**config.mk**
```make
export PLATFORM = sky130hd
export DESIGN_NAME = level_bar_driver
export DESIGN_NICKNAME = d
export VERILOG_FILES = /design/src/rtl/level_pkg.sv /design/src/rtl/level_tick_gen.sv /design/src/rtl/level_bar_driver.sv
export SDC_FILE = /design/constraint.sdc
export NUM_CORES = 1
export LEC_CHECK = 0
export CAP_MARGIN = 20
export CORE_MARGIN = 2
export CORE_UTILIZATION = 30
export CTS_CLUSTER_DIAMETER = 200
export DETAILED_ROUTE_END_ITERATION = 12
export GPL_ROUTABILITY_DRIVEN = 0
export GPL_TIMING_DRIVEN = 0
export PLACE_DENSITY_LB_ADDON = 0.3
export SLEW_MARGIN = 15
export SYNTH_ARGS = -nofsm -noshare
export SYNTH_HDL_FRONTEND = slang
export SYNTH_SLANG_ARGS = --single-unit
```
**constraint.sdc**
```tcl
create_clock -name CLK -period 6.7 [get_ports CLK]
set_input_delay 0.67 -clock CLK [delete_from_list [all_inputs] [get_ports CLK]]
set_output_delay 0.67 -clock CLK [all_outputs]
set_load 0.05 [all_outputs]
```
**src/rtl/level_pkg.sv**
```systemverilog
// rtl/level_pkg.sv - shared level constants, bar mapping table and peak state type
package level_pkg;

  localparam int LEVEL_MAX = 10;

  localparam logic [3:0] BAR_MAP [0:LEVEL_MAX] = '{
    4'd0, 4'd1, 4'd2, 4'd2, 4'd3, 4'd4, 4'd5, 4'd6, 4'd6, 4'd7, 4'd8
  };

  typedef enum logic [1:0] {
    TRACK,
    HOLD,
    DECAY
  } peak_state_e;

  function automatic logic [3:0] bar_count(input logic [3:0] lvl);
    if (lvl > 4'(LEVEL_MAX)) return BAR_MAP[LEVEL_MAX];
    return BAR_MAP[lvl];
  endfunction

endpackage

```
**src/rtl/level_tick_gen.sv**
```systemverilog
// rtl/level_tick_gen.sv - free-running sample tick divider, frozen while EN is low
module level_tick_gen #(
  parameter int SAMPLE_DIV = 500000
) (
  input  logic CLK,
  input  logic RESET_N,
  input  logic EN,
  output logic TICK
);

  localparam int CNT_W = $clog2(SAMPLE_DIV);
  localparam logic [CNT_W-1:0] CNT_LAST = CNT_W'(SAMPLE_DIV - 1);
  localparam logic [CNT_W-1:0] CNT_PRE  = CNT_W'(SAMPLE_DIV - 2);

  logic [CNT_W-1:0] cnt_q, cnt_d;
  logic             tick_q, tick_d;

  // TICK is registered, so it is armed one count early to line up with CNT_LAST.
  always_comb begin
    cnt_d  = cnt_q;
    tick_d = 1'b0;
    if (EN) begin
      cnt_d  = (cnt_q == CNT_LAST) ? '0 : cnt_q + CNT_W'(1);
      tick_d = (cnt_q == CNT_PRE);
    end
  end

  always_ff @(posedge CLK) begin
    if (!RESET_N) begin
      cnt_q  <= '0;
      tick_q <= 1'b0;
    end else begin
      cnt_q  <= cnt_d;
      tick_q <= tick_d;
    end
  end

  assign TICK = tick_q;

endmodule

```
**src/rtl/level_bar_driver.sv**
```systemverilog
// rtl/level_bar_driver.sv - averaged level bar with peak-hold/decay marker for an 8-LED display
module level_bar_driver
  import level_pkg::*;
#(
  parameter int SAMPLE_DIV  = 500000,
  parameter int HOLD_TICKS  = 50,
  parameter int DECAY_TICKS = 5
) (
  input  logic       CLK,
  input  logic       RESET_N,
  input  logic       EN,
  input  logic [7:0] LEVEL,
  output logic [7:0] LED,
  output logic [3:0] SMOOTH,
  output logic [3:0] PEAK,
  output logic       TICK
);

  localparam int HOLD_W  = $clog2(HOLD_TICKS + 1);
  localparam int DECAY_W = $clog2(DECAY_TICKS + 1);
  localparam logic [HOLD_W-1:0]  HOLD_LOAD  = HOLD_W'(HOLD_TICKS);
  localparam logic [DECAY_W-1:0] DECAY_LOAD = DECAY_W'(DECAY_TICKS);

  logic              tick;
  logic              fire;
  logic [3:0]        lvl_in;
  logic [5:0]        sum;
  logic [3:0]        smooth_new;
  logic [3:0]        hist_q [4];
  logic [3:0]        hist_d [4];
  logic [3:0]        smooth_q, smooth_d;
  logic [3:0]        peak_q, peak_d;
  peak_state_e       state_q, state_d;
  logic [HOLD_W-1:0] hold_q, hold_d;
  logic [DECAY_W-1:0] decay_q, decay_d;
  logic [7:0]        led_q, led_d;
  logic [3:0]        bar_s, bar_p;
  logic [8:0]        bar_ones;
  logic [7:0]        marker;

  level_tick_gen #(.SAMPLE_DIV(SAMPLE_DIV)) u_tick_gen (
    .CLK    (CLK),
    .RESET_N(RESET_N),
    .EN     (EN),
    .TICK   (tick)
  );

  assign fire   = tick && EN;
  assign lvl_in = (LEVEL > 8'(LEVEL_MAX)) ? 4'(LEVEL_MAX) : LEVEL[3:0];

  always_comb begin
    hist_d = hist_q;
    if (fire) begin
      hist_d[0] = lvl_in;
      hist_d[1] = hist_q[0];
      hist_d[2] = hist_q[1];
      hist_d[3] = hist_q[2];
    end
    sum        = 6'(hist_d[0]) + 6'(hist_d[1]) + 6'(hist_d[2]) + 6'(hist_d[3]);
    smooth_new = 4'(sum >> 2);
    smooth_d   = fire ? smooth_new : smooth_q;
  end

  // Peak tracker steps once per tick against the freshly averaged level.
  always_comb begin
    state_d = state_q;
    peak_d  = peak_q;
    hold_d  = hold_q;
    decay_d = decay_q;
    if (fire) begin
      if (smooth_new >= peak_q) begin
        peak_d  = smooth_new;
        hold_d  = HOLD_LOAD;
        state_d = HOLD;
      end else begin
        unique case (state_q)
          TRACK: peak_d = smooth_new;
          HOLD: begin
            if (hold_q <= HOLD_W'(1)) begin
              hold_d  = '0;
              decay_d = DECAY_LOAD;
              state_d = DECAY;
            end else begin
              hold_d = hold_q - HOLD_W'(1);
            end
          end
          DECAY: begin
            if (decay_q <= DECAY_W'(1)) begin
              decay_d = DECAY_LOAD;
              if ((peak_q - 4'd1) <= smooth_new) begin
                peak_d  = smooth_new;
                decay_d = '0;
                state_d = TRACK;
              end else begin
                peak_d = peak_q - 4'd1;
              end
            end else begin
              decay_d = decay_q - DECAY_W'(1);
            end
          end
          default: state_d = TRACK;
        endcase
      end
    end
  end

  always_comb begin
    bar_s    = bar_count(smooth_q);
    bar_p    = bar_count(peak_q);
    bar_ones = (9'd1 << bar_s) - 9'd1;
    marker   = (bar_p != 4'd0) ? (8'd1 << (bar_p - 4'd1)) : 8'd0;
    led_d    = EN ? ~(8'(bar_ones) | marker) : led_q;
  end

  always_ff @(posedge CLK) begin
    if (!RESET_N) begin
      hist_q   <= '{default: '0};
      smooth_q <= '0;
      peak_q   <= '0;
      state_q  <= TRACK;
      hold_q   <= '0;
      decay_q  <= '0;
      led_q    <= 8'hFF;
    end else begin
      hist_q   <= hist_d;
      smooth_q <= smooth_d;
      peak_q   <= peak_d;
      state_q  <= state_d;
      hold_q   <= hold_d;
      decay_q  <= decay_d;
      led_q    <= led_d;
    end
  end

  assign LED    = led_q;
  assign SMOOTH = smooth_q;
  assign PEAK   = peak_q;
  assign TICK   = tick;

endmodule
```
**After elaboration in Yosys (flattened, before gate mapping)**

Memory sizes are Yosys's and may differ from the RTL's.
Index checks and enable logic that the tools add are counted.

- Memories kept: 2
- Word-level logic and storage cells: 89
- Input bits: 11
- Bits in read-only memories: 128
- Register bits after elaboration: 63
- Output and inout port bits: 17

Memories:

| name | depth | width | read ports | clocked after memory_dff | write ports | line | RTL |
|---|---|---|---|---|---|---|---|
| (no name shown) | 16 | 4 | 1 | 0 | 0 | level_pkg.sv:18 | `return BAR_MAP[lvl];` |
| (no name shown) | 16 | 4 | 1 | 0 | 0 | level_pkg.sv:18 |  |

- Bitwise operators: 5
- Eq/ne operators: 9
- Shift operators: 2
- Add/subtract/negate cells: 9
- $lt $le $gt $ge: 9
- Muxes and demuxes: 30
- Reductions and logical operators: 11

Operators with widths:

| operator | count |
|---|---|
| 2-to-1 mux 4 bit | 12 |
| equality test 19 bit, second input constant | 2 |
| adder 19 x 1 -> 19 bit, second input constant | 1 |
| 2-to-1 mux 19 bit | 1 |
| 2-to-1 mux 6 bit | 3 |
| 2-to-1 mux 16 bit | 1 |
| << shifter 1 x 4 -> 8 bit, first input constant | 2 |
| greater-or-equal comparator 5 bit, second input constant | 2 |
| NOT 4 -> 5 bit | 2 |
| 2-to-1 mux 3 bit | 3 |
| inequality test 3 bit, second input constant | 3 |
| greater-than comparator 4 bit, second input constant | 2 |
| greater-than comparator 8 x 4 -> 1 bit, second input constant | 1 |
| 2-to-1 mux 2 bit | 4 |
| 2-to-1 mux 8 bit | 1 |
| NOT 8 bit | 1 |
| bitwise OR 8 bit | 1 |
| one-hot mux 4 bit (2 select lines) | 1 |
| subtractor 4 x 1 -> 4 bit, second input constant | 2 |
| subtractor 8 x 1 -> 8 bit, second input constant | 1 |
| adder 5 x 4 -> 6 bit | 1 |
| adder 6 x 4 -> 6 bit | 1 |
| <= comparator 6 x 1 -> 1 bit, second input constant | 1 |
| one-hot mux 2 bit (3 select lines) | 1 |
| 21 further kinds | 25 |

**Logic depth before layout (Yosys ltp)**

- Depth after elaboration: 11
- Gate-level depth with buffers: 22
- Mapped depth without buffers: 18

**Cells and area by module**

From an unflattened synthesis, not the netlist that was laid out.

- Cell total of the unflattened synthesis: 486
- Area total of the unflattened synthesis: 4,063.9 um^2

By module, submodules not included:

| module | cells each | instances | area an instance (um^2) | seq. area each (um^2) |
|---|---|---|---|---|
| level_bar_driver | 379 | 1 | 3,095.5 | 860.8 |
| level_tick_gen | 107 | 1 | 968.4 | 400.4 |

**Worst setup path before layout**

Ideal clock, no wire load.

- Path type: input-to-reg
- Start point: in EN
- End point: reg peak_q[2], in the netlist PEAK[2]
- Setup time: 0.076 ns
- Slack: 1.473 ns
- Path buffers: 4
- Arrival: 5.152 ns
- Cell stages on the path: 21
- Cells stage by stage: buf_6 > nand2_1 > clkbuf_1 > clkbuf_1 > nand2_1 > nand2_1 > fa_1 > fa_1 > nor3b_1 > fa_1 > a21o_1 > a21oi_1 > inv_1 > ha_1 > a21oi_1 > o21a_1 > and2_1 > clkbuf_1 > nor3b_1 > o211ai_1 > a21boi_0

RTL lines:

| item | line | RTL |
|---|---|---|
| start: declaration | level_bar_driver.sv:11 | `input logic EN,` |
| end signal: assignment | level_bar_driver.sv:127 | `peak_q <= peak_d;` |
| end: declaration | level_bar_driver.sv:32 | `logic [3:0] peak_q, peak_d;` |

==> metrics.cfg <==
[outcome]
outcome = complete, no violations

[clocking]
cts_tree = done
cts_setup_buffers = 0
clock_latency_ns = 0.33
cts.clk_slew.worst_paths_ns = 0.05
cts_resized = 0
clock_path_buffers = 2
htreeDepth = 3
clock_sinks = 63
holdBufCountCts = 0
numCtsBuffers = 9
root_buffer = clkbuf_16

[global_route]
grt_pass1_wl_um = 14400
antenna_found_initial = 0
groute.usage.overall = 0.126
gr-total-overflow = 0
grt_max_degree = 12
grt_pass1_vias = 3052

[finish]
drive_gt1_frac = 0.0565
layout.nets = 555
diodes = 0
finish.utilization = 0.367
layout_commonest_cell = nand2_1
area_growth_pct = 19.7
layout_common_cells = 65 x nand2_1, 63 x dfxtp_1, 40 x nor2_1

[route]
ant_nets = 0
vias_per_cell = 4.81
vias = 3298
drc = 0
wirelength_um = 8510
wire_per_inst_um = 12.4
drt_iter0_drc = 136
dr.pass1.iters = 6

[critical_path]
crit_arrival_ns = 5.98
cp-end-kind = flip-flop
cp-start-kind = input port
path_class = input port to flip-flop
rr_worst_depth = 20
cp_max_fo = 10
cp.required_ns = 6.96

[synth]
ys_seq_area_frac = 0.326
syn_inst = 473
yosysUniqueCellTypes = 58
synth_edf_count = 0
syn-num-nets = 519
synth_warnings = 0
synth_area_mm2 = 0.00387
avgSynthCellArea_um2 = 8.19
synthFlopType = dfxtp_1
synth-async-reset-ratio = 0
ys_seq_elements = 63

[power_and_ir_drop]
power.switching_w = 0.000196
ir_drop_v = 0.000107
internal-power_w = 0.000688
clockPowerShare = 0.528
total_power_w = 0.000884
power_switching_share = 0.222
p_per_area_mw_per_mm2 = 191
p_seq_frac = 0.430
p_leak_nw = 1.83
comb_power_share = 0.042

[sta]
relSlewSlack = 0.511
fin_setup_tns_ns = 0
finClkSkew_ns = 0.00504
hold_viol = 0
holdWs_ns = 0.467
maxSlewViolCount = 0
setup_viol_count_final = 0
rsz0062_at_grt = no
fmax_mhz = 175
fin_crit_ns = 5.73
fin_crit_sh = 0.855
worst_pin_slew_ns = 0.726

[floorplanning]
dieArea_mm2 = 0.0138
num_rows = 41
ioPinCount = 28
initial_utilization = 0.307
die_w_um = 118
die_h_um = 118
core_area_mm2 = 0.0126

[min_path]
hold_depth = 2
holdCritPathClass = flip-flop to flip-flop

[place]
place.port_buffers = 25
dp_hpwl_um = 6390

[flow_run]
drv_cap = 0

==> cells by family (layout without fill, tap and decap cells) <==
kind of cell,after synthesis,count (layout),synth area share
AO/OA/AOI/OAI,91,91,0.158
flip-flops,63,63,0.326
XOR/XNOR,21,21,0.0494
AND/OR/NAND/NOR,200,200,0.259
buffers and inverters,54,94,0.0543
adder cells (fa/ha/maj),35,35,0.129
multiplexers,9,9,0.0252
==> layout make-up <==
class	count	area [um^2]
Multi-Input combinational cell	356	2400
Fill cell	1326	7980
Buffer	20	82.6
Clock buffer	10	239
Tap cell	172	215
Sequential cell	63	1260
Inverter	34	128
Clock inverter	5	58.8
Timing Repair Buffer	25	250
==> power by group through the flow <==
stage	Clock (W)	Combinational, W	Sequential [W]
after floorplan	0	0.0000157	0.000394
after global placement	0	0.0000373	0.000388
after detailed placement	0	0.0000374	0.000388
after CTS	0.000480	0.0000375	0.000380
after global routing	0.000499	0.0000400	0.000380
final	0.000467	0.0000369	0.000380
==> Yosys cell counts, drive strengths merged (7+ instances only) <==
master | number | area share
a21boi | 7 | 0.014
a21oi | 28 | 0.036
and2 | 15 | 0.024
clkbuf | 19 | 0.018
dfxtp | 63 | 0.33
fa | 8 | 0.041
ha | 27 | 0.087
inv | 34 | 0.033
nand2 | 65 | 0.063
nand3 | 14 | 0.018
nand4 | 10 | 0.016
nor2 | 40 | 0.039
nor2b | 15 | 0.024
nor3 | 9 | 0.012
o21ai | 20 | 0.027
xor2 | 16 | 0.038
==> layer usage <==
layer	part of all wire	wire length, um	track usage	vias to the layer above
li1	-	-	-	1691
met1	0.50	4220	0.166	1550
met2	0.46	3930	0.201	53
met3	0.037	319	0.0431	4
met4	0.0047	40	0.0256	0
met5	0	0	0	-
==> critical path: stages <==
cell and delay, ns:
buf_6 0.12, nand2_1 0.14, clkbuf_1 0.46, clkbuf_1 0.44, nand2_1 0.10, nand2_1 0.12, fa_1 0.44, fa_1 0.48
nor3b_1 0.17, fa_1 0.41, a21o_1 0.19, a21oi_1 0.32, inv_1 0.12, ha_1 0.30, a21oi_1 0.18, o21a_1 0.33
and2_1 0.17, clkbuf_1 0.31, nor3b_1 0.24, o211ai_1 0.10, a21boi_0 0.17
==> path summary, 6_finish.rpt <==
check | to | from | slack (ns)
setup reg to reg | PEAK[2] | u_tick_gen.TICK | 1.08
hold / removal | LED[1] | LED[1] | 0.47
hold reg to reg | LED[1] | LED[1] | 0.47
setup / recovery | PEAK[2] | EN | 0.97
==> state kept, by name, summed over array words and instances (netlist names) <==
name and cells:
hold_q 6, hist_q 16, state_q 2, SMOOTH 4, decay_q 3, PEAK 4
u_tick_gen.TICK 1, u_tick_gen.cnt_q 19, LED 8
==> per-stage QoR <==
step / worst slack (ns) / cell area, um^2 / instances
floorplan: 1.47 / 3870 / 473
global placement: 0.581 / 4340 / 670
detailed placement: 0.570 / 4340 / 670
CTS: 0.887 / 4640 / 685
global route: 0.485 / 4640 / 685
finish: 0.975 / 4640 / 685
No activity file was read; power rests on OpenSTA's default activity.
